### src/rtl/transpose_wr_fsm_pkg.sv
// Shared sizes, state encoding and address helper for the transpose write sequencer.
package transpose_wr_fsm_pkg;

  localparam int unsigned BASE_TIN  = 64;
  localparam int unsigned TOUT      = 32;
  localparam int unsigned NSLOT     = 2;
  localparam int unsigned PIX_W     = 12;
  localparam int unsigned LOG2_TIN  = $clog2(BASE_TIN);
  localparam int unsigned LOG2_TOUT = $clog2(TOUT);
  localparam int unsigned SLOT_W    = $clog2(NSLOT);
  localparam int unsigned ADDR_W    = $clog2(NSLOT * TOUT);
  localparam int unsigned OCC_W     = $clog2(NSLOT + 1);
  localparam int unsigned CH_W      = PIX_W - LOG2_TIN;
  localparam int unsigned PG_W      = PIX_W - LOG2_TOUT;

  typedef enum logic {
    IDLE = 1'b0,
    RUN  = 1'b1
  } state_e;

  typedef struct packed {
    logic [SLOT_W-1:0]    slot;
    logic [LOG2_TOUT-1:0] len_m1;
  } blk_info_t;

  // TOUT is a power of two, so slot*TOUT is a shift.
  function automatic logic [ADDR_W-1:0] slot_addr(input logic [SLOT_W-1:0]    slot,
                                                  input logic [LOG2_TOUT-1:0] pix);
    return (ADDR_W'(slot) << LOG2_TOUT) | ADDR_W'(pix);
  endfunction

endpackage

### src/rtl/transpose_wr_fsm_if.sv
// Beat stream, buffer write port and block announce/release channel of the write sequencer.
interface transpose_wr_fsm_if;
  import transpose_wr_fsm_pkg::*;

  logic                 in_vld;
  logic                 in_rdy;
  logic                 wr_en;
  logic [ADDR_W-1:0]    wr_addr;
  logic                 blk_vld;
  logic [SLOT_W-1:0]    blk_slot;
  logic [LOG2_TOUT-1:0] blk_len_m1;
  logic                 rd_release;

  modport master (
    output in_vld, rd_release,
    input  in_rdy, wr_en, wr_addr, blk_vld, blk_slot, blk_len_m1
  );

  modport slave (
    input  in_vld, rd_release,
    output in_rdy, wr_en, wr_addr, blk_vld, blk_slot, blk_len_m1
  );

endinterface

### src/rtl/transpose_slot_tracker.sv
// Slot occupancy, write-slot pointer and input-ready gating for the transpose buffer.
module transpose_slot_tracker
  import transpose_wr_fsm_pkg::*;
(
  input  logic              clk,
  input  logic              rst_n,
  input  logic              run_i,
  input  logic              blk_done_i,
  input  logic              rd_release_i,
  output logic              in_rdy_o,
  output logic [SLOT_W-1:0] wr_slot_o
);

  logic [OCC_W-1:0]  occ_q, occ_d;
  logic [SLOT_W-1:0] wr_slot_q, wr_slot_d;
  logic              rel_ok;

  // A release against an empty buffer is dropped; fill and release together cancel.
  always_comb begin
    rel_ok    = rd_release_i && (occ_q != '0);
    occ_d     = occ_q;
    wr_slot_d = wr_slot_q;
    if (blk_done_i && !rel_ok) begin
      occ_d = occ_q + OCC_W'(1);
    end else if (!blk_done_i && rel_ok) begin
      occ_d = occ_q - OCC_W'(1);
    end
    if (blk_done_i) begin
      wr_slot_d = wr_slot_q + SLOT_W'(1);
    end
  end

  always_ff @(posedge clk or negedge rst_n) begin
    if (!rst_n) begin
      occ_q     <= '0;
      wr_slot_q <= '0;
    end else begin
      occ_q     <= occ_d;
      wr_slot_q <= wr_slot_d;
    end
  end

  assign in_rdy_o  = run_i && (occ_q != OCC_W'(NSLOT));
  assign wr_slot_o = wr_slot_q;

endmodule

### src/rtl/transpose_wr_fsm.sv
// Write-side sequencer of the transpose stage: walks pixel/channel/pixel-group loops into slot buffers.
module transpose_wr_fsm
  import transpose_wr_fsm_pkg::*;
(
  input  logic                 clk,
  input  logic                 rst_n,
  input  logic                 start_i,
  input  logic [PIX_W-1:0]     pixel_in_i,
  input  logic [PIX_W-1:0]     pixel_out_i,
  transpose_wr_fsm_if.slave    bus,
  output logic                 busy_o,
  output logic                 done_o
);

  state_e               state_q, state_d;
  logic [LOG2_TOUT-1:0] pix_cnt_q, pix_cnt_d;
  logic [CH_W-1:0]      ch_cnt_q, ch_cnt_d, ch_last_q, ch_last_d;
  logic [PG_W-1:0]      pg_cnt_q, pg_cnt_d, pg_last_q, pg_last_d;
  logic [LOG2_TOUT-1:0] tail_q, tail_d;
  logic                 done_q, done_d, blk_vld_q, blk_vld_d;
  blk_info_t            blk_q, blk_d;

  logic                 in_rdy_c, beat_c, blk_end_c, ch_wrap_c, last_beat_c, frame_ok_c;
  logic [LOG2_TOUT-1:0] cur_len_m1_c;
  logic [SLOT_W-1:0]    wr_slot_c;
  logic [PIX_W-1:0]     pin_m1_c, pout_m1_c;

  transpose_slot_tracker u_trk (
    .clk          (clk),
    .rst_n        (rst_n),
    .run_i        (state_q == RUN),
    .blk_done_i   (blk_end_c),
    .rd_release_i (bus.rd_release),
    .in_rdy_o     (in_rdy_c),
    .wr_slot_o    (wr_slot_c)
  );

  assign pin_m1_c     = pixel_in_i - PIX_W'(1);
  assign pout_m1_c    = pixel_out_i - PIX_W'(1);
  assign frame_ok_c   = start_i && (pixel_in_i != '0) && (pixel_out_i != '0);
  assign beat_c       = bus.in_vld && in_rdy_c;
  assign cur_len_m1_c = (pg_cnt_q == pg_last_q) ? tail_q : LOG2_TOUT'(TOUT - 1);
  assign blk_end_c    = beat_c && (pix_cnt_q == cur_len_m1_c);
  assign ch_wrap_c    = (ch_cnt_q == ch_last_q);
  assign last_beat_c  = blk_end_c && ch_wrap_c && (pg_cnt_q == pg_last_q);

  always_ff @(posedge clk or negedge rst_n) begin
    if (!rst_n) state_q <= IDLE;
    else        state_q <= state_d;
  end

  always_comb begin
    state_d = state_q;
    case (state_q)
      IDLE:    if (frame_ok_c)  state_d = RUN;
      RUN:     if (last_beat_c) state_d = IDLE;
      default: state_d = IDLE;
    endcase
  end

  // Loop counters run innermost pixel, then channel group, then pixel group.
  always_comb begin
    pix_cnt_d = pix_cnt_q;
    ch_cnt_d  = ch_cnt_q;
    pg_cnt_d  = pg_cnt_q;
    ch_last_d = ch_last_q;
    pg_last_d = pg_last_q;
    tail_d    = tail_q;
    done_d    = 1'b0;
    blk_vld_d = 1'b0;
    blk_d     = blk_q;
    if (state_q == IDLE) begin
      if (frame_ok_c) begin
        pix_cnt_d = '0;
        ch_cnt_d  = '0;
        pg_cnt_d  = '0;
        ch_last_d = CH_W'(pout_m1_c >> LOG2_TIN);
        pg_last_d = PG_W'(pin_m1_c >> LOG2_TOUT);
        tail_d    = pin_m1_c[LOG2_TOUT-1:0];
      end
    end else if (beat_c) begin
      if (blk_end_c) begin
        pix_cnt_d = '0;
        blk_vld_d = 1'b1;
        blk_d     = '{slot: wr_slot_c, len_m1: cur_len_m1_c};
        done_d    = last_beat_c;
        if (ch_wrap_c) begin
          ch_cnt_d = '0;
          pg_cnt_d = pg_cnt_q + PG_W'(1);
        end else begin
          ch_cnt_d = ch_cnt_q + CH_W'(1);
        end
      end else begin
        pix_cnt_d = pix_cnt_q + LOG2_TOUT'(1);
      end
    end
  end

  always_ff @(posedge clk or negedge rst_n) begin
    if (!rst_n) begin
      pix_cnt_q <= '0;
      ch_cnt_q  <= '0;
      pg_cnt_q  <= '0;
      ch_last_q <= '0;
      pg_last_q <= '0;
      tail_q    <= '0;
      done_q    <= 1'b0;
      blk_vld_q <= 1'b0;
      blk_q     <= '0;
    end else begin
      pix_cnt_q <= pix_cnt_d;
      ch_cnt_q  <= ch_cnt_d;
      pg_cnt_q  <= pg_cnt_d;
      ch_last_q <= ch_last_d;
      pg_last_q <= pg_last_d;
      tail_q    <= tail_d;
      done_q    <= done_d;
      blk_vld_q <= blk_vld_d;
      blk_q     <= blk_d;
    end
  end

  assign bus.in_rdy     = in_rdy_c;
  assign bus.wr_en      = beat_c;
  assign bus.wr_addr    = slot_addr(wr_slot_c, pix_cnt_q);
  assign bus.blk_vld    = blk_vld_q;
  assign bus.blk_slot   = blk_q.slot;
  assign bus.blk_len_m1 = blk_q.len_m1;
  assign busy_o         = (state_q == RUN);
  assign done_o         = done_q;

endmodule
### src/flat_wrapper.sv
// flat-port wrapper written by rule: the top's interface ports become plain ports
module transpose_wr_fsm_flat import transpose_wr_fsm_pkg::*;
  (clk, rst_n, start_i, pixel_in_i, pixel_out_i, busy_o, done_o, bus_in_vld, bus_rd_release, bus_in_rdy, bus_wr_en, bus_wr_addr, bus_blk_vld, bus_blk_slot, bus_blk_len_m1);
  transpose_wr_fsm_if bus_i ();
  input  logic clk;
  input  logic rst_n;
  input  logic start_i;
  input  logic [PIX_W-1:0] pixel_in_i;
  input  logic [PIX_W-1:0] pixel_out_i;
  output logic busy_o;
  output logic done_o;
  input wire logic [$bits(bus_i.in_vld)-1:0] bus_in_vld;
  input wire logic [$bits(bus_i.rd_release)-1:0] bus_rd_release;
  output wire logic [$bits(bus_i.in_rdy)-1:0] bus_in_rdy;
  output wire logic [$bits(bus_i.wr_en)-1:0] bus_wr_en;
  output wire logic [$bits(bus_i.wr_addr)-1:0] bus_wr_addr;
  output wire logic [$bits(bus_i.blk_vld)-1:0] bus_blk_vld;
  output wire logic [$bits(bus_i.blk_slot)-1:0] bus_blk_slot;
  output wire logic [$bits(bus_i.blk_len_m1)-1:0] bus_blk_len_m1;
  assign bus_i.in_vld = bus_in_vld;
  assign bus_i.rd_release = bus_rd_release;
  assign bus_in_rdy = bus_i.in_rdy;
  assign bus_wr_en = bus_i.wr_en;
  assign bus_wr_addr = bus_i.wr_addr;
  assign bus_blk_vld = bus_i.blk_vld;
  assign bus_blk_slot = bus_i.blk_slot;
  assign bus_blk_len_m1 = bus_i.blk_len_m1;
  transpose_wr_fsm u_core (.clk(clk), .rst_n(rst_n), .start_i(start_i), .pixel_in_i(pixel_in_i), .pixel_out_i(pixel_out_i), .bus(bus_i), .busy_o(busy_o), .done_o(done_o));
endmodule
### config.mk
export PLATFORM = sky130hd
export DESIGN_NAME = transpose_wr_fsm_flat
export DESIGN_NICKNAME = d
export VERILOG_FILES = /design/src/rtl/transpose_wr_fsm_pkg.sv /design/src/rtl/transpose_wr_fsm_if.sv /design/src/rtl/transpose_slot_tracker.sv /design/src/rtl/transpose_wr_fsm.sv /design/src/flat_wrapper.sv
export SDC_FILE = /design/constraint.sdc
export NUM_CORES = 1
export LEC_CHECK = 0
export CAP_MARGIN = 0
export CELL_PAD_IN_SITES_DETAIL_PLACEMENT = 1
export CELL_PAD_IN_SITES_GLOBAL_PLACEMENT = 2
export CORE_ASPECT_RATIO = 1.5
export CORE_MARGIN = 2
export CORE_UTILIZATION = 36
export CTS_BUF_LIST = sky130_fd_sc_hd__clkbuf_4
export DETAILED_ROUTE_END_ITERATION = 10
export DONT_BUFFER_PORTS = 1
export PLACE_DENSITY_LB_ADDON = 0.1
export SYNTH_ARGS = -nofsm -noshare
export SYNTH_HDL_FRONTEND = slang
export SYNTH_SLANG_ARGS = --single-unit
### constraint.sdc
create_clock -name clk -period 2.4 [get_ports clk]
set_input_delay 0.36 -clock clk [delete_from_list [all_inputs] [get_ports clk]]
set_output_delay 0.36 -clock clk [all_outputs]
set_load 0.005 [all_outputs]
==> qor.txt <==
Run status: complete, no violations
Hold Path Stages: 1
Die area: 0.00853 mm²
Register-to-Register Path Depth: 9
Synth warn: 0
Final Routed Wirelength: 7510 µm
Residual DRC: 0
Setup crit start: u_core.pg_cnt_q[2]
Multi-input logic area: 0.00159 mm²
Critical Path RT: 2.67 ns
Fraction of layout cells with a size suffix above 1: 21.2%
Syn Nets: 339
Synth top area cells: dfrtp_1 43%, xnor2_1 6.6%, nor2_1 5.5%, xor2_1 3.7%, a21oi_1 3.6%
Unique masters post-synth: 52
Final Cycle Share: 98.3%
Final ANT Viol Nets: 0
Met1 usage: 22.6%
Rows: 39
Mapped Area: 0.00281 mm²
PwrDens: 650 mW/mm²
Pleak: 0.00149 µW
CTS buffer count: 5
Number of global-route vias before repair: 2501
Most Crowded Layer GR: met2
Clock latency on the worst-skew pair: 0.38 ns
Final RePlAce weighted congestion: 0.768
Drt pass-1 iters: 4
Crit path DAT: 2.63 ns
Startpoint Class: flip-flop
Hold endpoint: u_core.tail_q[0]
Sequential area share after synthesis: 42.8%
Worst Hold Slack: 0.0739 ns
Asr flop ratio synth: 100%
Worst-Margin Slew: 0.456 ns
Core Footprint: 0.00761 mm²
Clock sink count: 48
# IOs: 46
Clock root buffer: clkbuf_4
Largest net degree at the start of global routing: 49
GR Util met3: 3.38%
Reg2reg end: u_core.pg_cnt_q[3]
Total gr overflow: 0
Met2 Usage GRT: 33.0%
Final hold violation count: 0
Final Net Count: 372
Total power: 2190 µW
Share of the synthesized area in the top cell type: 42.8%
RSZ-0062 raised after global routing: yes
Worst VDD drop: 0.274 mV
Via count: 2400
Post-synth top area cell: dfrtp_1
Clk_skew: 0.0120 ns
Initial core utilization: 36.9%
Commonest cells after routing, fill and taps aside: 48 x dfrtp_1, 39 x nor2_1, 31 x buf_4
Maximum capacitance violations: 0
Area growth syn-to-layout: 20.1%
Worst hold start: pixel_in_i[0]
R2R Setup Slk: 0.04 ns
CTS tree: yes
Drt wl/cell: 17.0 µm
Worst setup EP type: flip-flop
Class of the worst hold path: in2reg
Period minus WS final: 2.36 ns
Commonest non-fill, non-tap cell in the layout: dfrtp_1
Buffers on Ports: 0
Reg clk slew, reported paths: 0.14 ns
Initial detailed-routing violation count: 60
Final-report setup violation count: 0
Via density: 5.43
Total Routing Usage GR: 18.7%
Filler Cell Count: 907
CTS H-tree lvls: 2
Fmax: 424 MHz
Fin. max-slew vios: 0
Ys flop type: dfrtp_1
Post-synth EDFFs: 0
Max FO, Critical Path: 7
DPL Wire Length: 5690 µm
Sequential Area: 0.00120 mm²
Slew HR: 69.2%
Die Ht: 112 µm
Mean area per synthesized cell: 9.20 µm²
Initial antenna violation count: 1
R2R Path Start: u_core.pg_cnt_q[2]
Flops & latches, synth: 48
Mapped Cells: 305
Die Wd: 76.1 µm
Clk buf depth: 2
Kind of critical path: reg2reg
First-pass GRT wire length: 12600 µm
per-layer routing:
metal / vias up / routed length (µm)
met5: - / 0
met4: 0 / 143
met3: 10 / 185
met2: 38 / 3890
met1: 1196 / 3280
li1: 1156 / -
cells by family (layout without fill, tap and decap cells):
group	Yosys count	in the layout	synth area share, %
AO/OA/AOI/OAI	62	62	15.2
XOR/XNOR	34	34	10.9
adder cells (fa/ha/maj)	5	5	2.23
buffers and inverters	24	58	4.15
flip-flops	48	48	42.8
multiplexers	1	1	0.401
other	0	1	0
AND/OR/NAND/NOR	131	131	24.3
flip-flops by register name (all words and copies together), names as in the netlist:
signal / cells
u_core.done_o: 1
u_core.bus.blk_slot: 1
u_core.tail_q: 5
u_core.ch_cnt_q: 6
u_core.pg_last_q: 7
u_core.u_trk.occ_q: 2
u_core.pg_cnt_q: 7
u_core.busy_o: 1
u_core.pix_cnt_q: 5
u_core.bus.blk_vld: 1
u_core.u_trk.wr_slot_o: 1
u_core.bus.blk_len_m1: 5
u_core.ch_last_q: 6
power breakdown:
| group | internal (µW) | leakage [µW] | switching (µW) |
|---|---|---|---|
| sequential | 943 | 0.000580 | 179 |
| combinational | 326 | 0.000873 | 351 |
| clock | 136 | 0.0000338 | 257 |
| total | 1400 | 0.00149 | 787 |
stage by stage:
step | worst slack [ns] | instance area [µm²] | util, % | setup TNS (ns) | cells
floorplan | 0.106 | 2810 | - | 0 | 305
global placement | -0.0207 | 3120 | 41.0 | -0.0340 | 426
detailed placement | -0.0299 | 3120 | 41.0 | -0.0984 | 426
CTS | 0.00126 | 3250 | 42.6 | 0 | 437
global route | -0.0613 | 3370 | 44.3 | -0.339 | 442
finish | 0.0412 | 3370 | 44.3 | 0 | 442
worst max-delay path by stage:
| stage | cells after the start | endpoint | slack (ns) |
|---|---|---|---|
| 2_1_floorplan | 12 | u_core.u_trk.occ_q[1] | 0.11 |
| 3_3_place_gp | 8 | u_core.pg_cnt_q[3] | -0.02 |
| 3_5_place_dp | 8 | u_core.pg_cnt_q[6] | -0.03 |
| 4_1_cts | 8 | u_core.pg_cnt_q[3] | 0.001 |
| 5_1_grt | 9 | u_core.pg_cnt_q[6] | -0.06 |
| 6_report | 9 | u_core.pg_cnt_q[3] | 0.04 |
layout make-up:
type / count / area share, %
sequential: 48 / 35.6
clock inverter: 1 / 0.111
clock buffer: 7 / 1.56
tap: 102 / 3.79
timing repair buffer: 41 / 10.8
inverter: 9 / 1.00
multi-input combinational: 233 / 47.0
antenna: 1 / 0.0743
synthesized netlist by cell type, types with 3 or more instances:
library cell,n
a31oi_1,6
and3_1,5
nor3_1,9
o31ai_1,4
a2bb2oi_1,3
nand2_1,24
dfrtp_1,48
xor2_1,12
o211ai_2,4
or3_1,3
nand2b_1,4
clkbuf_1,7
ha_1,5
buf_2,3
nand3_1,13
xnor2_1,21
nand4_1,12
o21ai_0,8
inv_1,9
nor2_1,41
nor4_1,4
a21oi_1,20
what timing repair did:
action,CTS,global route
setup buffers,1,3
resized for setup,6,18
pin swaps,7,4
cloned,0,1
hold buffers,2,0
setup endpoints to repair,12,21
endpoints found under the hold margin,48,0
critical path, stage by stage, from the launching register on:
cell and delay (ns):
dfrtp_1 0.45, xnor2_2 0.17, nand4_1 0.13, buf_6 0.15, o311a_1 0.40, o211ai_4 0.28, buf_6 0.15, nor3_4 0.05
buf_4 0.14, a221o_1 0.32
No activity file was read; power rests on OpenSTA's default activity.
==> RTL edit (config.mk and constraints unchanged) <==
`BASE_TIN`: 64 -> 128.
--- a/src/rtl/transpose_wr_fsm_pkg.sv
+++ b/src/rtl/transpose_wr_fsm_pkg.sv
@@ -1,7 +1,7 @@
 // Shared sizes, state encoding and address helper for the transpose write sequencer.
 package transpose_wr_fsm_pkg;
 
-  localparam int unsigned BASE_TIN  = 64;
+  localparam int unsigned BASE_TIN  = 128;
   localparam int unsigned TOUT      = 32;
   localparam int unsigned NSLOT     = 2;
   localparam int unsigned PIX_W     = 12;
Behaviour: not the same (Yosys sat finds a counterexample within 4 cycles, from zero or initial values and one cycle with rst_n low).
==> RTL edit against the original RTL <==
Area after synthesis fell by 3.7%; synthesized cell count fell by 7.9%; power fell by 5.6%; worst hold slack got worse by 0.035 ns; routed wire length fell by 12%; sequential cell count fell by 2; first-iteration DRC count rose by 28%; worst setup slack improved by 0.11 ns; global-route usage fell by 0.96 points; combinational power fell by 12%; final area fell by 9.1%; highest routed layer unchanged.
==> RTL edit: results (changes against the original RTL) <==
- Status: complete, no violations (unchanged)
- HPWL Detailed: 5010 um (was 5690 um)
- Post-synthesis mux area share: 1.95% (was 0.401%)
- M3 GR Usage: 3.36% (was 3.38%)
- Post-synth top cells: 46 x dfrtp_1, 33 x nand2_1, 21 x xnor2_1 (was 48 x dfrtp_1, 41 x nor2_1, 24 x nand2_1)
- Final Non-Filler Cells: 402 (was 442)
- Sw Share: 35.8% (was 35.9%)
- VDD IR max: 0.000277 V (was 0.000274 V)
- Leak Pwr: 1.27 nW (was 1.49 nW)
- Crit-path max cell delay: 0.43 ns (was 0.45 ns)
- Post-synthesis instance total: 281 (was 305)
- Adder-Cell Fraction of Synth Area: 2.32% (was 2.23%)
- Seq/Total Area, Yosys: 42.6% (was 42.8%)
- First-pass GRT wire length: 11,000 um (was 12,600 um)
- Filler instances: 853 (was 907)
- Final worst path period share: 93.9% (was 98.3%)
- Comb pwr share: 28.9% (was 30.9%)
- Worst Reg-to-Reg Cells: 10 (was 9)
- Worst-margin pin slew: 0.514 ns (was 0.456 ns)
- Placer Congestion: 0.729 (was 0.768)
- Pwr Total: 2.07 mW (was 2.19 mW)
- Worst setup path end: u_core.u_trk.occ_q[1] (was u_core.pg_cnt_q[3])
- Worst-path fanout max: 13 (was 7)
- Worst hold slack: 0.0389 ns (was 0.0739 ns)
- NumNets Final: 334 (was 372)
- XOR/XNOR Fraction of Synth Area: 10.4% (was 10.9%)
- Post-synth cell types: 50 (was 52)
- WL/cell: 16.4 um (was 17.0 um)
- Layout cells sized above 1: 20.6% (was 21.2%)
==> RTL edit: critical path, delay by kind of cell, from the launching register on <==
kind	cells	cell delay, ns
adder cells (fa/ha/maj)	1	0.21
buffers and inverters	1	0.19
flip-flops	1	0.43
XOR/XNOR	3	0.45
AO/OA/AOI/OAI	2	0.60
AND/OR/NAND/NOR	3	0.31
==> RTL edit: cell type report <==
type	instances	area, um^2	share of cell area, %
repair buffers	25	226	7.39
well taps	100	125	4.08
clock buffers	6	45.0	1.47
multi-input cells	213	1470	47.9
inverters	9	33.8	1.10
diodes	1	2.50	0.0817
flip-flops and latches	46	1150	37.6
clock inverters	2	12.5	0.408
==> RTL edit: timing repair <==
item / 4_1_cts / 5_1_grt
endpoints found under the setup margin: 0 / 13
buffers inserted: 0 / 2
hold buffers: 2 / 0
gates resized for setup: 0 / 13
endpoints found under the hold margin: 46 / 0
==> RTL edit: routing by layer <==
metal	vias to the layer above	part of all wire (%)
li1	1042	-
met1	998	44
met5	-	0
met3	6	3.0
met4	0	1.6
met2	37	51
